File: src/rtl/mmio_uart_tx_pkg.sv
// Shared types and register map for the memory-mapped UART transmitter.
// Also holds the divider sanitising helper used on BAUDDIV writes.
package mmio_uart_tx_pkg;

  typedef enum logic [1:0] {
    IDLE  = 2'd0,
    START = 2'd1,
    DATA  = 2'd2,
    STOP  = 2'd3
  } uart_state_t;

  localparam logic [1:0] UART_TXDATA  = 2'd0;
  localparam logic [1:0] UART_STATUS  = 2'd1;
  localparam logic [1:0] UART_BAUDDIV = 2'd2;
  localparam logic [1:0] UART_CTRL    = 2'd3;

  localparam int ST_BUSY  = 0;
  localparam int ST_FULL  = 1;
  localparam int ST_EMPTY = 2;
  localparam int ST_CNT   = 3;
  localparam int ST_OVF   = 4;

  // A zero divider would make bits last zero clocks; clamp it to one.
  function automatic logic [15:0] fix_div(input logic [15:0] v);
    return (v == 16'd0) ? 16'd1 : v;
  endfunction

endpackage

File: src/rtl/mmio_uart_tx_fifo.sv
// Small synchronous FIFO with occupancy count; pushes while full are ignored
// unless a pop happens in the same cycle. Shared with the future RX path.
module sync_fifo #(
  parameter int WIDTH = 8,
  parameter int DEPTH = 4
) (
  input  logic                     clk,
  input  logic                     rst_n,
  input  logic                     push,
  input  logic                     pop,
  input  logic [WIDTH-1:0]         wdata,
  output logic [WIDTH-1:0]         rdata,
  output logic                     full,
  output logic                     empty,
  output logic [$clog2(DEPTH):0]   count
);

  localparam int AW = $clog2(DEPTH);
  localparam int CW = AW + 1;
  localparam logic [CW-1:0] FULL_CNT = CW'(DEPTH);

  logic [WIDTH-1:0] mem_q [DEPTH];
  logic [WIDTH-1:0] mem_d [DEPTH];
  logic [AW-1:0]    wr_ptr_q, wr_ptr_d;
  logic [AW-1:0]    rd_ptr_q, rd_ptr_d;
  logic [CW-1:0]    count_q, count_d;
  logic             do_push_s, do_pop_s;

  assign full      = (count_q == FULL_CNT);
  assign empty     = (count_q == {CW{1'b0}});
  assign count     = count_q;
  assign rdata     = mem_q[rd_ptr_q];
  assign do_pop_s  = pop & ~empty;
  assign do_push_s = push & (~full | do_pop_s);

  always_comb begin
    mem_d    = mem_q;
    wr_ptr_d = wr_ptr_q;
    rd_ptr_d = rd_ptr_q;
    count_d  = count_q;
    if (do_push_s) begin
      mem_d[wr_ptr_q] = wdata;
      wr_ptr_d        = wr_ptr_q + 1'b1;
    end else begin
      wr_ptr_d = wr_ptr_q;
    end
    if (do_pop_s) begin
      rd_ptr_d = rd_ptr_q + 1'b1;
    end else begin
      rd_ptr_d = rd_ptr_q;
    end
    case ({do_push_s, do_pop_s})
      2'b10:   count_d = count_q + 1'b1;
      2'b01:   count_d = count_q - 1'b1;
      default: count_d = count_q;
    endcase
  end

  always_ff @(posedge clk or negedge rst_n) begin
    if (!rst_n) begin
      for (int i = 0; i < DEPTH; i++) mem_q[i] <= {WIDTH{1'b0}};
      wr_ptr_q <= {AW{1'b0}};
      rd_ptr_q <= {AW{1'b0}};
      count_q  <= {CW{1'b0}};
    end else begin
      mem_q    <= mem_d;
      wr_ptr_q <= wr_ptr_d;
      rd_ptr_q <= rd_ptr_d;
      count_q  <= count_d;
    end
  end

endmodule

File: src/rtl/mmio_uart_tx.sv
// UART 8N1 transmitter on the CPU data bus: 4-word register window, TX FIFO,
// per-frame latched baud divider and a registered "drained" interrupt.
module mmio_uart_tx
  import mmio_uart_tx_pkg::*;
#(
  parameter logic [15:0] BASE_ADDR   = 16'hFF00,
  parameter int          FIFO_DEPTH  = 4,
  parameter logic [15:0] DEFAULT_DIV = 16'd434
) (
  input  logic        CLK,
  input  logic        RST,
  input  logic [15:0] addr,
  input  logic [15:0] wdata,
  input  logic        we,
  input  logic        re,
  output logic [15:0] rdata,
  output logic        tx,
  output logic        irq
);

  localparam int CW = $clog2(FIFO_DEPTH) + 1;

  logic          hit_s, wr_s, busy_s, bit_end_s, ovf_set_s;
  logic [1:0]    offset_s;
  logic          fifo_push_s, fifo_pop_s, fifo_full_s, fifo_empty_s;
  logic [7:0]    fifo_rdata_s;
  logic [CW-1:0] fifo_count_s;
  logic [15:0]   status_s;

  uart_state_t   state_q, state_d;
  logic [7:0]    shift_q, shift_d;
  logic [2:0]    bit_idx_q, bit_idx_d;
  logic [15:0]   baud_cnt_q, baud_cnt_d;
  logic [15:0]   div_lat_q, div_lat_d;
  logic [15:0]   baud_div_q, baud_div_d;
  logic          tx_q, tx_d, ovf_q, ovf_d, ien_q, ien_d, irq_q, irq_d;

  assign hit_s       = (addr[15:2] == BASE_ADDR[15:2]);
  assign offset_s    = addr[1:0];
  assign wr_s        = we & hit_s;
  assign fifo_push_s = wr_s & (offset_s == UART_TXDATA);
  assign ovf_set_s   = fifo_push_s & fifo_full_s & ~fifo_pop_s;
  assign busy_s      = (state_q != IDLE);
  assign bit_end_s   = (baud_cnt_q == (div_lat_q - 16'd1));
  assign tx          = tx_q;
  assign irq         = irq_q;

  sync_fifo #(.WIDTH(8), .DEPTH(FIFO_DEPTH)) u_fifo (
    .clk   (CLK),
    .rst_n (RST),
    .push  (fifo_push_s),
    .pop   (fifo_pop_s),
    .wdata (wdata[7:0]),
    .rdata (fifo_rdata_s),
    .full  (fifo_full_s),
    .empty (fifo_empty_s),
    .count (fifo_count_s)
  );

  // Frame sequencer: a new frame loads the shift register and freezes the divider.
  always_comb begin
    state_d    = state_q;
    shift_d    = shift_q;
    bit_idx_d  = bit_idx_q;
    baud_cnt_d = bit_end_s ? 16'd0 : baud_cnt_q + 16'd1;
    div_lat_d  = div_lat_q;
    tx_d       = tx_q;
    fifo_pop_s = 1'b0;
    case (state_q)
      IDLE: begin
        baud_cnt_d = 16'd0;
        if (!fifo_empty_s) begin
          fifo_pop_s = 1'b1;
          shift_d    = fifo_rdata_s;
          div_lat_d  = baud_div_q;
          tx_d       = 1'b0;
          state_d    = START;
        end else begin
          tx_d = 1'b1;
        end
      end
      START: begin
        if (bit_end_s) begin
          tx_d      = shift_q[0];
          bit_idx_d = 3'd0;
          state_d   = DATA;
        end else begin
          tx_d = 1'b0;
        end
      end
      DATA: begin
        if (bit_end_s && (bit_idx_q == 3'd7)) begin
          tx_d    = 1'b1;
          state_d = STOP;
        end else if (bit_end_s) begin
          shift_d   = {1'b0, shift_q[7:1]};
          tx_d      = shift_q[1];
          bit_idx_d = bit_idx_q + 3'd1;
        end else begin
          tx_d = tx_q;
        end
      end
      STOP: begin
        if (bit_end_s && !fifo_empty_s) begin
          fifo_pop_s = 1'b1;
          shift_d    = fifo_rdata_s;
          div_lat_d  = baud_div_q;
          tx_d       = 1'b0;
          state_d    = START;
        end else if (bit_end_s) begin
          tx_d    = 1'b1;
          state_d = IDLE;
        end else begin
          tx_d = 1'b1;
        end
      end
      default: begin
        tx_d    = 1'b1;
        state_d = IDLE;
      end
    endcase
  end

  // Register writes; a fresh overflow beats a simultaneous ovf clear.
  always_comb begin
    baud_div_d = baud_div_q;
    ovf_d      = ovf_q;
    ien_d      = ien_q;
    if (wr_s) begin
      case (offset_s)
        UART_STATUS:  ovf_d      = wdata[ST_OVF] ? 1'b0 : ovf_q;
        UART_BAUDDIV: baud_div_d = fix_div(wdata);
        UART_CTRL:    ien_d      = wdata[0];
        default:      ovf_d      = ovf_q;
      endcase
    end else begin
      ovf_d = ovf_q;
    end
    if (ovf_set_s) begin
      ovf_d = 1'b1;
    end else begin
      ovf_d = ovf_d;
    end
    irq_d = ien_q & fifo_empty_s & ~busy_s;
  end

  // Combinational read mux so single-cycle loads see data in the same cycle.
  always_comb begin
    status_s           = 16'h0000;
    status_s[ST_BUSY]  = busy_s;
    status_s[ST_FULL]  = fifo_full_s;
    status_s[ST_EMPTY] = fifo_empty_s;
    status_s[ST_CNT]   = |fifo_count_s;
    status_s[ST_OVF]   = ovf_q;
    rdata              = 16'h0000;
    if (re && hit_s) begin
      case (offset_s)
        UART_STATUS:  rdata = status_s;
        UART_BAUDDIV: rdata = baud_div_q;
        UART_CTRL:    rdata = {15'd0, ien_q};
        default:      rdata = 16'h0000;
      endcase
    end else begin
      rdata = 16'h0000;
    end
  end

  always_ff @(posedge CLK or negedge RST) begin
    if (!RST) begin
      state_q    <= IDLE;
      shift_q    <= 8'h00;
      bit_idx_q  <= 3'd0;
      baud_cnt_q <= 16'd0;
      div_lat_q  <= 16'd1;
      baud_div_q <= DEFAULT_DIV;
      tx_q       <= 1'b1;
      ovf_q      <= 1'b0;
      ien_q      <= 1'b0;
      irq_q      <= 1'b0;
    end else begin
      state_q    <= state_d;
      shift_q    <= shift_d;
      bit_idx_q  <= bit_idx_d;
      baud_cnt_q <= baud_cnt_d;
      div_lat_q  <= div_lat_d;
      baud_div_q <= baud_div_d;
      tx_q       <= tx_d;
      ovf_q      <= ovf_d;
      ien_q      <= ien_d;
      irq_q      <= irq_d;
    end
  end

endmodule

File: config.mk
export PLATFORM = sky130hd
export DESIGN_NAME = mmio_uart_tx
export DESIGN_NICKNAME = d
export VERILOG_FILES = /design/src/rtl/mmio_uart_tx_pkg.sv /design/src/rtl/mmio_uart_tx_fifo.sv /design/src/rtl/mmio_uart_tx.sv
export SDC_FILE = /design/constraint.sdc
export NUM_CORES = 1
export LEC_CHECK = 0
export ABC_AREA = 1
export CAP_MARGIN = 40
export CORE_UTILIZATION = 35
export DETAILED_ROUTE_END_ITERATION = 10
export PLACE_DENSITY = 0.65
export SETUP_SLACK_MARGIN = 0.02
export SYNTH_ARGS = -nofsm -noshare
export SYNTH_HDL_FRONTEND = slang
export SYNTH_SLANG_ARGS = --single-unit
export TNS_END_PERCENT = 10
File: constraint.sdc
create_clock -name CLK -period 3.5 [get_ports CLK]
set_clock_uncertainty 0.2 [all_clocks]
set_input_delay 0.7 -clock CLK [delete_from_list [all_inputs] [get_ports CLK]]
set_output_delay 0.7 -clock CLK [all_outputs]
set_load 0.03 [all_outputs]
==> summary.log <==
qor: outcome.run_status finished, final reports clean
qor: logic_synthesis.syn-mean-instance-area 7.313 sq um
qor: drt.route.detailed.drc 0
qor: pwr.power.leakage 3.717 nW
qor: drt.vias 5606
qor: critical_path.timing.critical_path.to_type primary output
qor: global_routing.grt-ovfl-total 0
qor: global_routing.grt_pass1_vias 5189
qor: logic_synthesis.synth.distinct_cells 44
qor: logic_synthesis.yosysMostFrequentCell nand2_1
qor: critical_path.worst_stage_delay_on_the_critical_path 0.39 ns
qor: cells_and_area.areaGrowthSynthToFinish 18.47%
qor: sta.finalSetupViolCount 0
qor: drt.wl 15580 um
qor: sta.unrepaired_setup_endpoints_after_global_routing true
qor: critical_path.criticalPathCategory input port to primary output
qor: cells_and_area.n_fill_cell 1731
qor: cells_and_area.antenna_cells_inserted 0
qor: place.place_worst_setup_slack 0.04900 ns
qor: logic_synthesis.cell_area_after_technology_mapping 0.006231 sq mm
qor: place.dp_cells 1121
qor: place.portBuffers 53
qor: floorplan.die_height 135.4 um
qor: floorplan.floorplan.die.width 135.4 um
qor: critical_path.required 2.60 ns
qor: place.place.gp.congestion 0.8758
qor: sta.fin_ws 0.1563 ns
qor: cells_and_area.drive_above_1_share 10.27%
qor: drt.antenna_violating_nets_post_route 0
qor: critical_path.timing.critical_path.from_type input port
qor: global_routing.largest_net_degree_at_the_start_of_global_routing 68
qor: floorplan.io_pins 54
qor: logic_synthesis.yosys_warnings 0
qor: logic_synthesis.synth.area.top_cells dfrtp_1, nand2_1, inv_1
qor: global_routing.antenna_found_initial 0
qor: global_routing.wire_length_of_the_first_global_routing_pass 26460 um
qor: clocking.cts.sink_count 104
qor: sta.finalWorstPathRequiredPeriod 3.344 ns
qor: drt.drtIter0Drc 397
qor: clocking.clock_tree.htree_level_count 3
qor: pwr.ir_worst_vdd 333.5 uV
qor: drt.detail_route.vias_per_cell 4.918
qor: critical_path.path_delay_family simple AND/OR/NAND/NOR gates
qor: cells_and_area.finish.net_count 961
qor: place.placed_cell_area 0.007024 sq mm
qor: sta.max_clock_freq 0.2991 GHz
qor: logic_synthesis.yosys-top-cells-count nand2_1, inv_1, dfrtp_1
qor: worst_hold_path.holdCritPathClass input port to async pin
qor: logic_synthesis.post-synth-top-area-cell dfrtp_1
qor: place.post-dp-hpwl 11330 um
qor: job.max-cap-violations 0
qor: critical_path.worst-path-max-fanout 5
qor: sta.relSlewSlack 64.37%
qor: logic_synthesis.synth_top_flop_cell dfrtp_1
qor: logic_synthesis.synth-async-reset-ratio 100.0%
qor: critical_path.buffers_and_inverters_on_the_worst_path 3
qor: clocking.clk-insertion-delay-late 0.36 ns
qor: critical_path.critPathArrivalTime 2.44 ns
qor: clocking.cts_max_path_buffers 2
qor: logic_synthesis.yosys_register_bits 104
qor: floorplan.die_area 0.01834 sq mm
qor: sta.portion_of_the_clock_cycle_consumed_by_the_worst_path_in_the_final_layout 95.54%
qor: logic_synthesis.synth-edff-count 0
qor: cells_and_area.finish.utilization 42.53%
qor: cells_and_area.layout.cells.non_filler 1140
qor: clocking.tritoncts built
qor: floorplan.starting_density_of_the_core 35.90%
qor: clocking.cts_buffers 9
qor: floorplan.rows 48
qor: sta.finalMaxSlewViolations 0
qor: logic_synthesis.synthDominantCellAreaShare 38.96%
qor: logic_synthesis.synth_seq_area_share 41.91%
qor: sta.timing.final.hold_violations 0
qor: cells_and_area.postLayoutCellArea 0.007382 sq mm
qor: global_routing.global_route.usage.total 18.52%
qor: sta.worst-slew-pin-transition 0.5304 ns
qor: logic_synthesis.synthesis.instances 852
qor: critical_path.timing.critical_path.mode_cell buf_4
qor: critical_path.crit_path_cell_trace clkdlybuf4s50_1 > or2_2 > nor4_2 > nand2_1 > buf_4 > a31oi_1 > buf_4
qor: logic_synthesis.synth_fp_nets 903
qor: clocking.root_buffer clkbuf_16
qor: drt.drt-pass1-iter-count 5
qor: sta.finalSetupTns 0 ns
qor: pwr.power.density_cell_area 628.9 mW/mm^2
qor: clocking.path_clk_slew 0.07 ns
qor: critical_path.crit_slowest_cell clkdlybuf4s50_1
qor: floorplan.core_region_area 0.01736 sq mm
qor: drt.post_drt_wl_per_cell 13.67 um
report_power, final:
| group | switching [W] | internal (W) | leakage (nW) |
|---|---|---|---|
| sequential | 0.000133 | 0.00136 | 1.38 |
| clock | 0.000510 | 0.000576 | 0.157 |
| combinational | 0.00132 | 0.000741 | 2.18 |
| total | 0.00196 | 0.00268 | 3.72 |
path summary, 6_finish.rpt:
kind,start,to,slack [ns],cells past startpoint
worst max-delay path,addr[3],rdata[0],0.16,7
worst min-delay path,RST,baud_div_q[13],0.10,1
worst max register to register,div_lat_q[0],u_fifo.count[2],0.23,20
worst min register to register,u_fifo.mem_q[15],u_fifo.mem_q[15],0.27,2
max in group asynchronous,RST,tx,2.23,2
min in group CLK,u_fifo.mem_q[15],u_fifo.mem_q[15],0.27,2
layout make-up:
class	count	area (sq um)	share of cell area [%]
clock buffer	9	225.2	3.051
clock inverter	7	95.09	1.288
inverter	109	409.1	5.542
multi-input combinational	609	3067	41.54
sequential	104	2611	35.37
tap	225	281.5	3.814
timing repair buffer	77	693.2	9.390
metal layers:
layer  vias to the layer above  share of wire, %  global-route usage [%]
met3                        21               3.7                   2.319
met2                       118                44                   27.49
met1                      2604                49                   26.59
met4                         0               3.0                   8.739
li1                       2863                 -                       -
met5                         -                 0                       0
state kept, by name, indices dropped and copies added (netlist names), 2 cells and up:
signal	cells
u_fifo.mem_q	32
baud_cnt_q	16
state_q	2
baud_div_q	16
shift_q	8
u_fifo.wr_ptr_q	2
bit_idx_q	3
div_lat_q	16
u_fifo.rd_ptr_q	2
u_fifo.count	3
cells by family (layout without fill, tap and decap cells):
kind of cell               count (synthesis)  count (layout)  share of synthesized area (%)
and+or+nand+nor                          494             494                          35.72
buffers and inverters                    139             202                          9.217
DFF                                      104             104                          41.91
AOI/OAI and AO/OA                         88              88                          8.334
adders and majority gates                 15              15                          3.133
xor gates and xnor gates                  12              12                          1.687
through the flow:
stage               power (W)  hold WS [ns]
global placement     0.003467        0.2496
floorplan            0.002980        0.2044
global route         0.005016        0.1374
detailed placement   0.003501        0.2546
CTS                  0.004609        0.1136
finish               0.004642        0.1004
timing repair:
item | in CTS | in global routing
resized for setup | 0 | 5
hold buffers | 0 | 0
setup endpoints to repair | 0 | 9
buffers inserted | 0 | 3
layout by cell type (no fill, tap or decap), types with 3 or more instances in the layout:
master	n
clkdlybuf4s50_1	36
or2_2	5
buf_4	39
a32o_1	6
xor2_1	11
nand2_1	278
nand2_2	3
nand2_4	3
clkbuf_16	9
nand3_2	4
dfrtp_1	97
nor4_1	5
ha_1	13
nor2_2	3
nand3_1	50
nor2_4	4
dfstp_2	7
o21ai_0	46
nand4_1	48
a22oi_1	3
nor3_1	16
nand3b_1	4
nor2_1	66
inv_1	107
a21oi_1	22
Note: power is estimated with default switching activity, not from simulation.
